--- config.mk ---
export PLATFORM = sky130hd
export DESIGN_NAME = adc_sample_scheduler
export DESIGN_NICKNAME = d
export VERILOG_FILES = /design/src/rtl/adc_sched_pkg.sv /design/src/rtl/rr_arbiter2.sv /design/src/rtl/adc_sample_scheduler.sv
export SDC_FILE = /design/constraint.sdc
export NUM_CORES = 1
export LEC_CHECK = 0
export BUFFER_PORTS_ARGS = -buffer_cell sky130_fd_sc_hd__buf_4
export CAP_MARGIN = 20
export CORE_UTILIZATION = 55
export DETAILED_ROUTE_END_ITERATION = 7
export PLACE_DENSITY = 0.9
export SLEW_MARGIN = 20
export SYNTH_ARGS = -nofsm -noshare
export SYNTH_HDL_FRONTEND = slang
export SYNTH_HIERARCHICAL = 1
export SYNTH_SLANG_ARGS = --single-unit
--- constraint.sdc ---
create_clock -name sysclk -period 3.9 [get_ports sysclk]
set_input_delay 0.39 -clock sysclk [delete_from_list [all_inputs] [get_ports sysclk]]
set_output_delay 0.39 -clock sysclk [all_outputs]
set_load 0.02 [all_outputs]
--- src/rtl/adc_sched_pkg.sv ---
// ============================================================================
// Module      : adc_sched_pkg
// Description : Shared types and constants for the ADC sample scheduler:
//               FSM state encoding, requester count, sample width, defaults
//               and small helper functions.
// Revision    : 1.0 - initial release
// ============================================================================
`default_nettype none

package adc_sched_pkg;

  // Number of requesters sharing the ADC
  localparam int NUM_REQ = 2;

  // Width of one ADC sample
  localparam int ADC_W = 10;

  // Default conversion watchdog and inter-conversion spacing (sysclk cycles)
  localparam int DEF_TIMEOUT_CYCLES = 2048;
  localparam int DEF_GAP_CYCLES     = 50;

  // Scheduler FSM states
  typedef enum logic [2:0] {
    ST_IDLE  = 3'd0,
    ST_START = 3'd1,
    ST_WAIT  = 3'd2,
    ST_DONE  = 3'd3,
    ST_GAP   = 3'd4
  } state_t;

  // Larger of two integers, used to size the shared WAIT/GAP counter
  function automatic int max_int(input int a, input int b);
    return (a > b) ? a : b;
  endfunction

  // One-hot completion vector for a granted requester index
  function automatic logic [NUM_REQ-1:0] grant_onehot(input logic idx);
    return idx ? 2'b10 : 2'b01;
  endfunction

endpackage

`default_nettype wire

--- src/rtl/rr_arbiter2.sv ---
// ============================================================================
// Module      : rr_arbiter2
// Description : Combinational two-way round-robin arbiter. A lone request
//               wins outright; on a tie the requester that was not served
//               last wins. The last-served pointer is held by the caller.
// Revision    : 1.0 - initial release
// ============================================================================
`default_nettype none

module rr_arbiter2
  import adc_sched_pkg::*;
(
  input  logic [NUM_REQ-1:0] req_i,
  input  logic               last_i,
  output logic               gnt_valid_o,
  output logic               gnt_idx_o
);

  // Pick the winner from the request pattern and the last-served pointer
  always_comb begin
    gnt_valid_o = |req_i;
    gnt_idx_o   = 1'b0;
    case (req_i)
      2'b10:   gnt_idx_o = 1'b1;
      2'b11:   gnt_idx_o = ~last_i;
      default: gnt_idx_o = 1'b0;
    endcase
  end

endmodule

`default_nettype wire

--- src/rtl/adc_sample_scheduler.sv ---
// ============================================================================
// Module      : adc_sample_scheduler
// Description : Shares one spi2adc converter between two requesters. Grants
//               round-robin, pulses adc_start, waits for a rising edge of
//               adc_valid (or a watchdog timeout), returns the sample to the
//               granted requester and then enforces a minimum idle gap before
//               the next conversion.
// Revision    : 1.0 - initial release
// ============================================================================
`default_nettype none

module adc_sample_scheduler
  import adc_sched_pkg::*;
#(
  parameter int TIMEOUT_CYCLES = DEF_TIMEOUT_CYCLES,
  parameter int GAP_CYCLES     = DEF_GAP_CYCLES
) (
  input  logic               sysclk,
  input  logic               reset,
  input  logic [NUM_REQ-1:0] req,
  output logic               adc_start,
  input  logic [ADC_W-1:0]   adc_data,
  input  logic               adc_valid,
  output logic [NUM_REQ-1:0] rsp_valid,
  output logic [ADC_W-1:0]   rsp_data,
  output logic               rsp_err,
  output logic               busy
);

  // One counter serves both the WAIT watchdog and the GAP spacing
  localparam int CNT_W = $clog2(max_int(TIMEOUT_CYCLES, GAP_CYCLES) + 1);

  // Terminal counts; a zero gap still spends one cycle in GAP
  localparam logic [CNT_W-1:0] TIMEOUT_LAST = CNT_W'(TIMEOUT_CYCLES - 1);
  localparam logic [CNT_W-1:0] GAP_LAST     = (GAP_CYCLES == 0) ? '0
                                              : CNT_W'(GAP_CYCLES - 1);

  state_t             state_q;
  logic [CNT_W-1:0]   cnt_q;
  logic               grant_q;
  logic               last_q;
  logic               valid_q;
  logic               adc_start_q;
  logic [NUM_REQ-1:0] rsp_valid_q;
  logic [ADC_W-1:0]   rsp_data_q;
  logic               rsp_err_q;
  logic               busy_q;

  logic               arb_valid;
  logic               arb_idx;
  logic               completion;

  rr_arbiter2 u_arb (
    .req_i       (req),
    .last_i      (last_q),
    .gnt_valid_o (arb_valid),
    .gnt_idx_o   (arb_idx)
  );

  // A conversion finishes on a rising edge of the converter's valid strobe
  assign completion = adc_valid & ~valid_q;

  // Track adc_valid every cycle; reset high so a level held across reset
  // release is not mistaken for an edge
  always_ff @(posedge sysclk or posedge reset) begin
    if (reset) begin
      valid_q <= 1'b1;
    end else begin
      valid_q <= adc_valid;
    end
  end

  // Scheduler FSM with all outputs registered
  always_ff @(posedge sysclk or posedge reset) begin
    if (reset) begin
      state_q     <= ST_IDLE;
      cnt_q       <= '0;
      grant_q     <= 1'b0;
      last_q      <= 1'b1;
      adc_start_q <= 1'b0;
      rsp_valid_q <= '0;
      rsp_data_q  <= '0;
      rsp_err_q   <= 1'b0;
      busy_q      <= 1'b0;
    end else begin
      // Single-cycle strobes fall back to zero unless re-asserted below
      adc_start_q <= 1'b0;
      rsp_valid_q <= '0;

      case (state_q)
        ST_IDLE: begin
          if (arb_valid) begin
            grant_q     <= arb_idx;
            adc_start_q <= 1'b1;
            busy_q      <= 1'b1;
            state_q     <= ST_START;
          end
        end

        ST_START: begin
          cnt_q   <= '0;
          state_q <= ST_WAIT;
        end

        ST_WAIT: begin
          // Completion takes priority over a simultaneous timeout
          if (completion) begin
            rsp_data_q  <= adc_data;
            rsp_err_q   <= 1'b0;
            rsp_valid_q <= grant_onehot(grant_q);
            state_q     <= ST_DONE;
          end else if (cnt_q == TIMEOUT_LAST) begin
            rsp_data_q  <= '0;
            rsp_err_q   <= 1'b1;
            rsp_valid_q <= grant_onehot(grant_q);
            state_q     <= ST_DONE;
          end else begin
            cnt_q <= cnt_q + CNT_W'(1);
          end
        end

        ST_DONE: begin
          last_q  <= grant_q;
          cnt_q   <= '0;
          state_q <= ST_GAP;
        end

        ST_GAP: begin
          if (cnt_q == GAP_LAST) begin
            cnt_q   <= '0;
            busy_q  <= 1'b0;
            state_q <= ST_IDLE;
          end else begin
            cnt_q <= cnt_q + CNT_W'(1);
          end
        end

        default: begin
          cnt_q   <= '0;
          busy_q  <= 1'b0;
          state_q <= ST_IDLE;
        end
      endcase
    end
  end

  assign adc_start = adc_start_q;
  assign rsp_valid = rsp_valid_q;
  assign rsp_data  = rsp_data_q;
  assign rsp_err   = rsp_err_q;
  assign busy      = busy_q;

endmodule

`default_nettype wire
==> parameters.txt <==
Parameter                              Value

Status
  Result of the run    finished, final reports clean

Detailed routing
  Via density    6.039
  Post-route DRC    0
  Post-Route WL    about 3300 um
  Antenna-violating nets left    0
  First-iteration detailed-routing DRC count    48
  Total iterations of the first detailed-routing run    4
  Avg WL per Cell    16.16 um
  Total via count after detailed routing    1244

Clocking
  Worst-case clock buffer depth    2
  CTS tree    yes
  CTS Sinks    33
  Worst skew pair latency    0.33 ns
  Deepest level of the CTS H-tree    2
  CTS root buffer    sky130_fd_sc_hd__clkbuf_4
  Cts-stage hold buffer count    0
  Setup Buffers After CTS    0
  Total clock buffers created by CTS    5
  Clock-pin slew on the worst setup and hold paths    0.10 ns
  CTS resizes    0

GRT
  Vias in the first global route    1233
  Largest net degree at the start of global routing    34
  Wire length of the first global-routing pass    5768 um
  Global-route total usage across every layer    about a quarter
  Aggregate global routing overflow    0
  Antenna violations before repair    0

Synthesis
  Async SR Flop Fraction    100.0%
  Top area cells in the synthesized netlist    sky130_fd_sc_hd__dfrtp_1 (49%), sky130_fd_sc_hd__a22o_1 (5.0%), sky130_fd_sc_hd__nand2_1 (3.6%), sky130_fd_sc_hd__dfstp_2 (3.3%), sky130_fd_sc_hd__a2bb2oi_1 (2.8%)
  Flip-flop cell with the highest count after synthesis    sky130_fd_sc_hd__dfrtp_1
  Number of unique standard cell types used by synthesis    43
  Number of synthesized register bits    33
  Net Count, Synth    161
  Synth Warn #    6
  Count of flip-flops with a built-in enable after synthesis    0
  Synthesized instance count    144
  Area fraction of the dominant cell type after synthesis    a little under 50%
  Total standard cell area after synthesis    1573 um^2
  Average footprint of a synthesized cell    10.92 um^2
  Post-synthesis cell type with the largest combined area    sky130_fd_sc_hd__dfrtp_1
  Sequential element share of the synthesized area    around 53%

Critical path
  Cell type group with the largest total delay on the critical path    simple AND/OR/NAND/NOR gates
  Data arrival time of the critical path    about 2.8 ns
  Critical Path Sink Type    flip-flop
  Buffering stage count on the worst path with inverters included    0
  Nature of the critical path startpoint    flip-flop
  Reg-to-Reg Start    cnt_q[0]
  Data required time at the worst endpoint    4.10 ns
  Worst setup startpoint    cnt_q[0]
  Biggest cell delay along the critical path    0.74 ns
  Slowest stage cell on the critical path    sky130_fd_sc_hd__a311oi_2
  Critical-path maximum fanout    13
  Crit path kind    reg2reg
  Chain of cells forming the critical path    ha_1 > nand3_2 > or3_4 > a311oi_2 > nand2b_1 > o311ai_1

Floorplanning
  Die area    3077 um^2
  Boundary pin count    30
  Die boundary height    55.48 um
  Die span in x    55.48 um
  Starting density of the core    57.53%
  Core region area    2734 um^2
  FP Rows    19

Timing
  WHS    0.1478 ns
  Setup repair after global routing missed its margin    false
  Transition at the pin with the smallest max-transition slack    about 0.81 ns
  Setup TNS    0 ns
  Final period utilization    65.95%
  Setup skew after layout    0.006999 ns
  Final setup slack of the worst path    1.328 ns
  Number of pins with negative max-slew slack in the final report    0
  Achievable frequency    388.8 MHz
  Worst slew margin    a little under half
  Clock period minus final worst setup slack    2.572 ns
  Setup-failing EPs final    0
  Final hold vios    0

Finish
  Post-Layout Inst Area    1844 um^2
  Share of final-layout standard cells stronger than drive strength 1    29.14%
  Layout Area Growth over Synthesis    17.26%
  Diodes inserted    0
  NumNets Final    191
  Post-route insts no fill    approximately 210
  Fillcell total    213

Place
  Port Buffers    29
  HPWL after DPL    between 2000 and 2500 um
  Placer congestion estimate    approximately 0.9
  Post-placement cell count    198
  Post-place instance area    1784 um^2
  Setup WS pre-CTS    1.372 ns

Worst hold path
  Worst Hold Class    in2async

Run
  Max capacitance violation total    0

Power and ir drop
  Power per standard cell area    653.9 nW/um^2
  Worst vdd ir    0.4796 mV
  Standby leakage power    0.0008311 uW
==> kinds of logic (layout without fill, tap and decap cells) <==
kind of cell    count (synthesis)  count (layout)  share of synthesized area [%]
compound gates                 39              39                          20.29
xor+xnor                        3               3                          1.671
fa+ha+maj                       2               2                          1.591
buf+inv                        11              42                          4.295
flops                          33              33                          52.66
simple gates                   56              56                          19.49
==> layout make-up <==
cell class	count	area (um^2)	share of cell area, %
tap	31	38.79	2.103
sequential	33	828.3	44.91
clock inverter	3	17.52	0.9498
timing repair buffer	30	225.2	12.21
inverter	4	15.01	0.8141
multi-input combinational	100	681.9	36.97
clock buffer	5	37.54	2.035
==> power by group <==
group          leakage, uW  internal [uW]  switching (uW)
sequential        0.000425            441            92.8
combinational     0.000375            227             261
clock            0.0000310           67.9             116
==> placed cells by master, fill, tap and decap left out, types with 2 or more instances in the layout <==
| cell type | n |
|---|---|
| sky130_fd_sc_hd__dfrtp_1 | 31 |
| sky130_fd_sc_hd__buf_4 | 30 |
| sky130_fd_sc_hd__nand2_1 | 15 |
| sky130_fd_sc_hd__nor2_1 | 10 |
| sky130_fd_sc_hd__a22o_1 | 9 |
| sky130_fd_sc_hd__nand2b_1 | 5 |
| sky130_fd_sc_hd__a2bb2oi_1 | 5 |
| sky130_fd_sc_hd__o31ai_1 | 5 |
| sky130_fd_sc_hd__o21ai_0 | 5 |
| sky130_fd_sc_hd__clkbuf_4 | 5 |
| sky130_fd_sc_hd__nor3_1 | 4 |
| sky130_fd_sc_hd__inv_1 | 4 |
| sky130_fd_sc_hd__nand4_1 | 3 |
| sky130_fd_sc_hd__nand3_1 | 3 |
| sky130_fd_sc_hd__a22o_2 | 3 |
| sky130_fd_sc_hd__nor4b_1 | 2 |
| sky130_fd_sc_hd__or3_4 | 2 |
| sky130_fd_sc_hd__nor2b_1 | 2 |
| sky130_fd_sc_hd__o21bai_1 | 2 |
| sky130_fd_sc_hd__xor2_1 | 2 |
| sky130_fd_sc_hd__ha_1 | 2 |
| sky130_fd_sc_hd__clkinv_2 | 2 |
| sky130_fd_sc_hd__dfstp_2 | 2 |
==> Yosys cell counts (3+ instances only) <==
cell type / n
sky130_fd_sc_hd__a22o_2: 3
sky130_fd_sc_hd__nor3_1: 5
sky130_fd_sc_hd__nand2b_1: 5
sky130_fd_sc_hd__a22o_1: 9
sky130_fd_sc_hd__buf_2: 3
sky130_fd_sc_hd__dfrtp_1: 31
sky130_fd_sc_hd__nand4_1: 3
sky130_fd_sc_hd__inv_1: 4
sky130_fd_sc_hd__nor2_1: 10
sky130_fd_sc_hd__a2bb2oi_1: 5
sky130_fd_sc_hd__nand3_1: 3
sky130_fd_sc_hd__nand2_1: 15
sky130_fd_sc_hd__o21ai_0: 5
sky130_fd_sc_hd__o31ai_1: 5
==> metrics by stage <==
stage / utilization (%) / power, uW
6_report: 67.46 / 1206
5_1_grt: 67.46 / 1280
4_1_cts: 67.28 / 1213
3_5_place_dp: 65.26 / 1025
3_3_place_gp: 65.26 / 996.0
2_1_floorplan: - / 872.2
==> state kept, by name, indices dropped and copies added, names as in the netlist <==
| register | cells |
|---|---|
| busy | 1 |
| grant_q | 1 |
| rsp_err | 1 |
| rsp_valid | 2 |
| last_q | 1 |
| cnt_q | 12 |
| state_q | 3 |
| adc_start | 1 |
| valid_q | 1 |
| rsp_data | 10 |
==> layer usage <==
layer	vias to the layer above	share of wire, %	GRT usage (%)
li1	590	-	-
met1	609	41	29.22
met2	39	54	41.65
met3	6	3.9	5.855
met4	0	1.8	7.857
met5	-	0	0
==> worst register-to-register path: cells and delay by family (launching register included) <==
family | cells | cell delay (ns)
adders and majority gates | 1 | 0.22
AOI/OAI and AO/OA | 2 | 0.88
and+or+nand+nor | 3 | 0.94
DFF | 1 | 0.42
==> final timing paths <==
check | slack [ns] | to | cells after the start
max | 1.33 | cnt_q[9] | 6
min | 0.15 | state_q[1] | 3
max reg2reg | 1.33 | cnt_q[9] | 6
min reg2reg | 0.44 | rsp_valid[0] | 1
max in group asynchronous | 3.42 | valid_q | 3
min in group sysclk | 0.17 | valid_q | 1
Note: power is estimated with default switching activity, not from simulation.
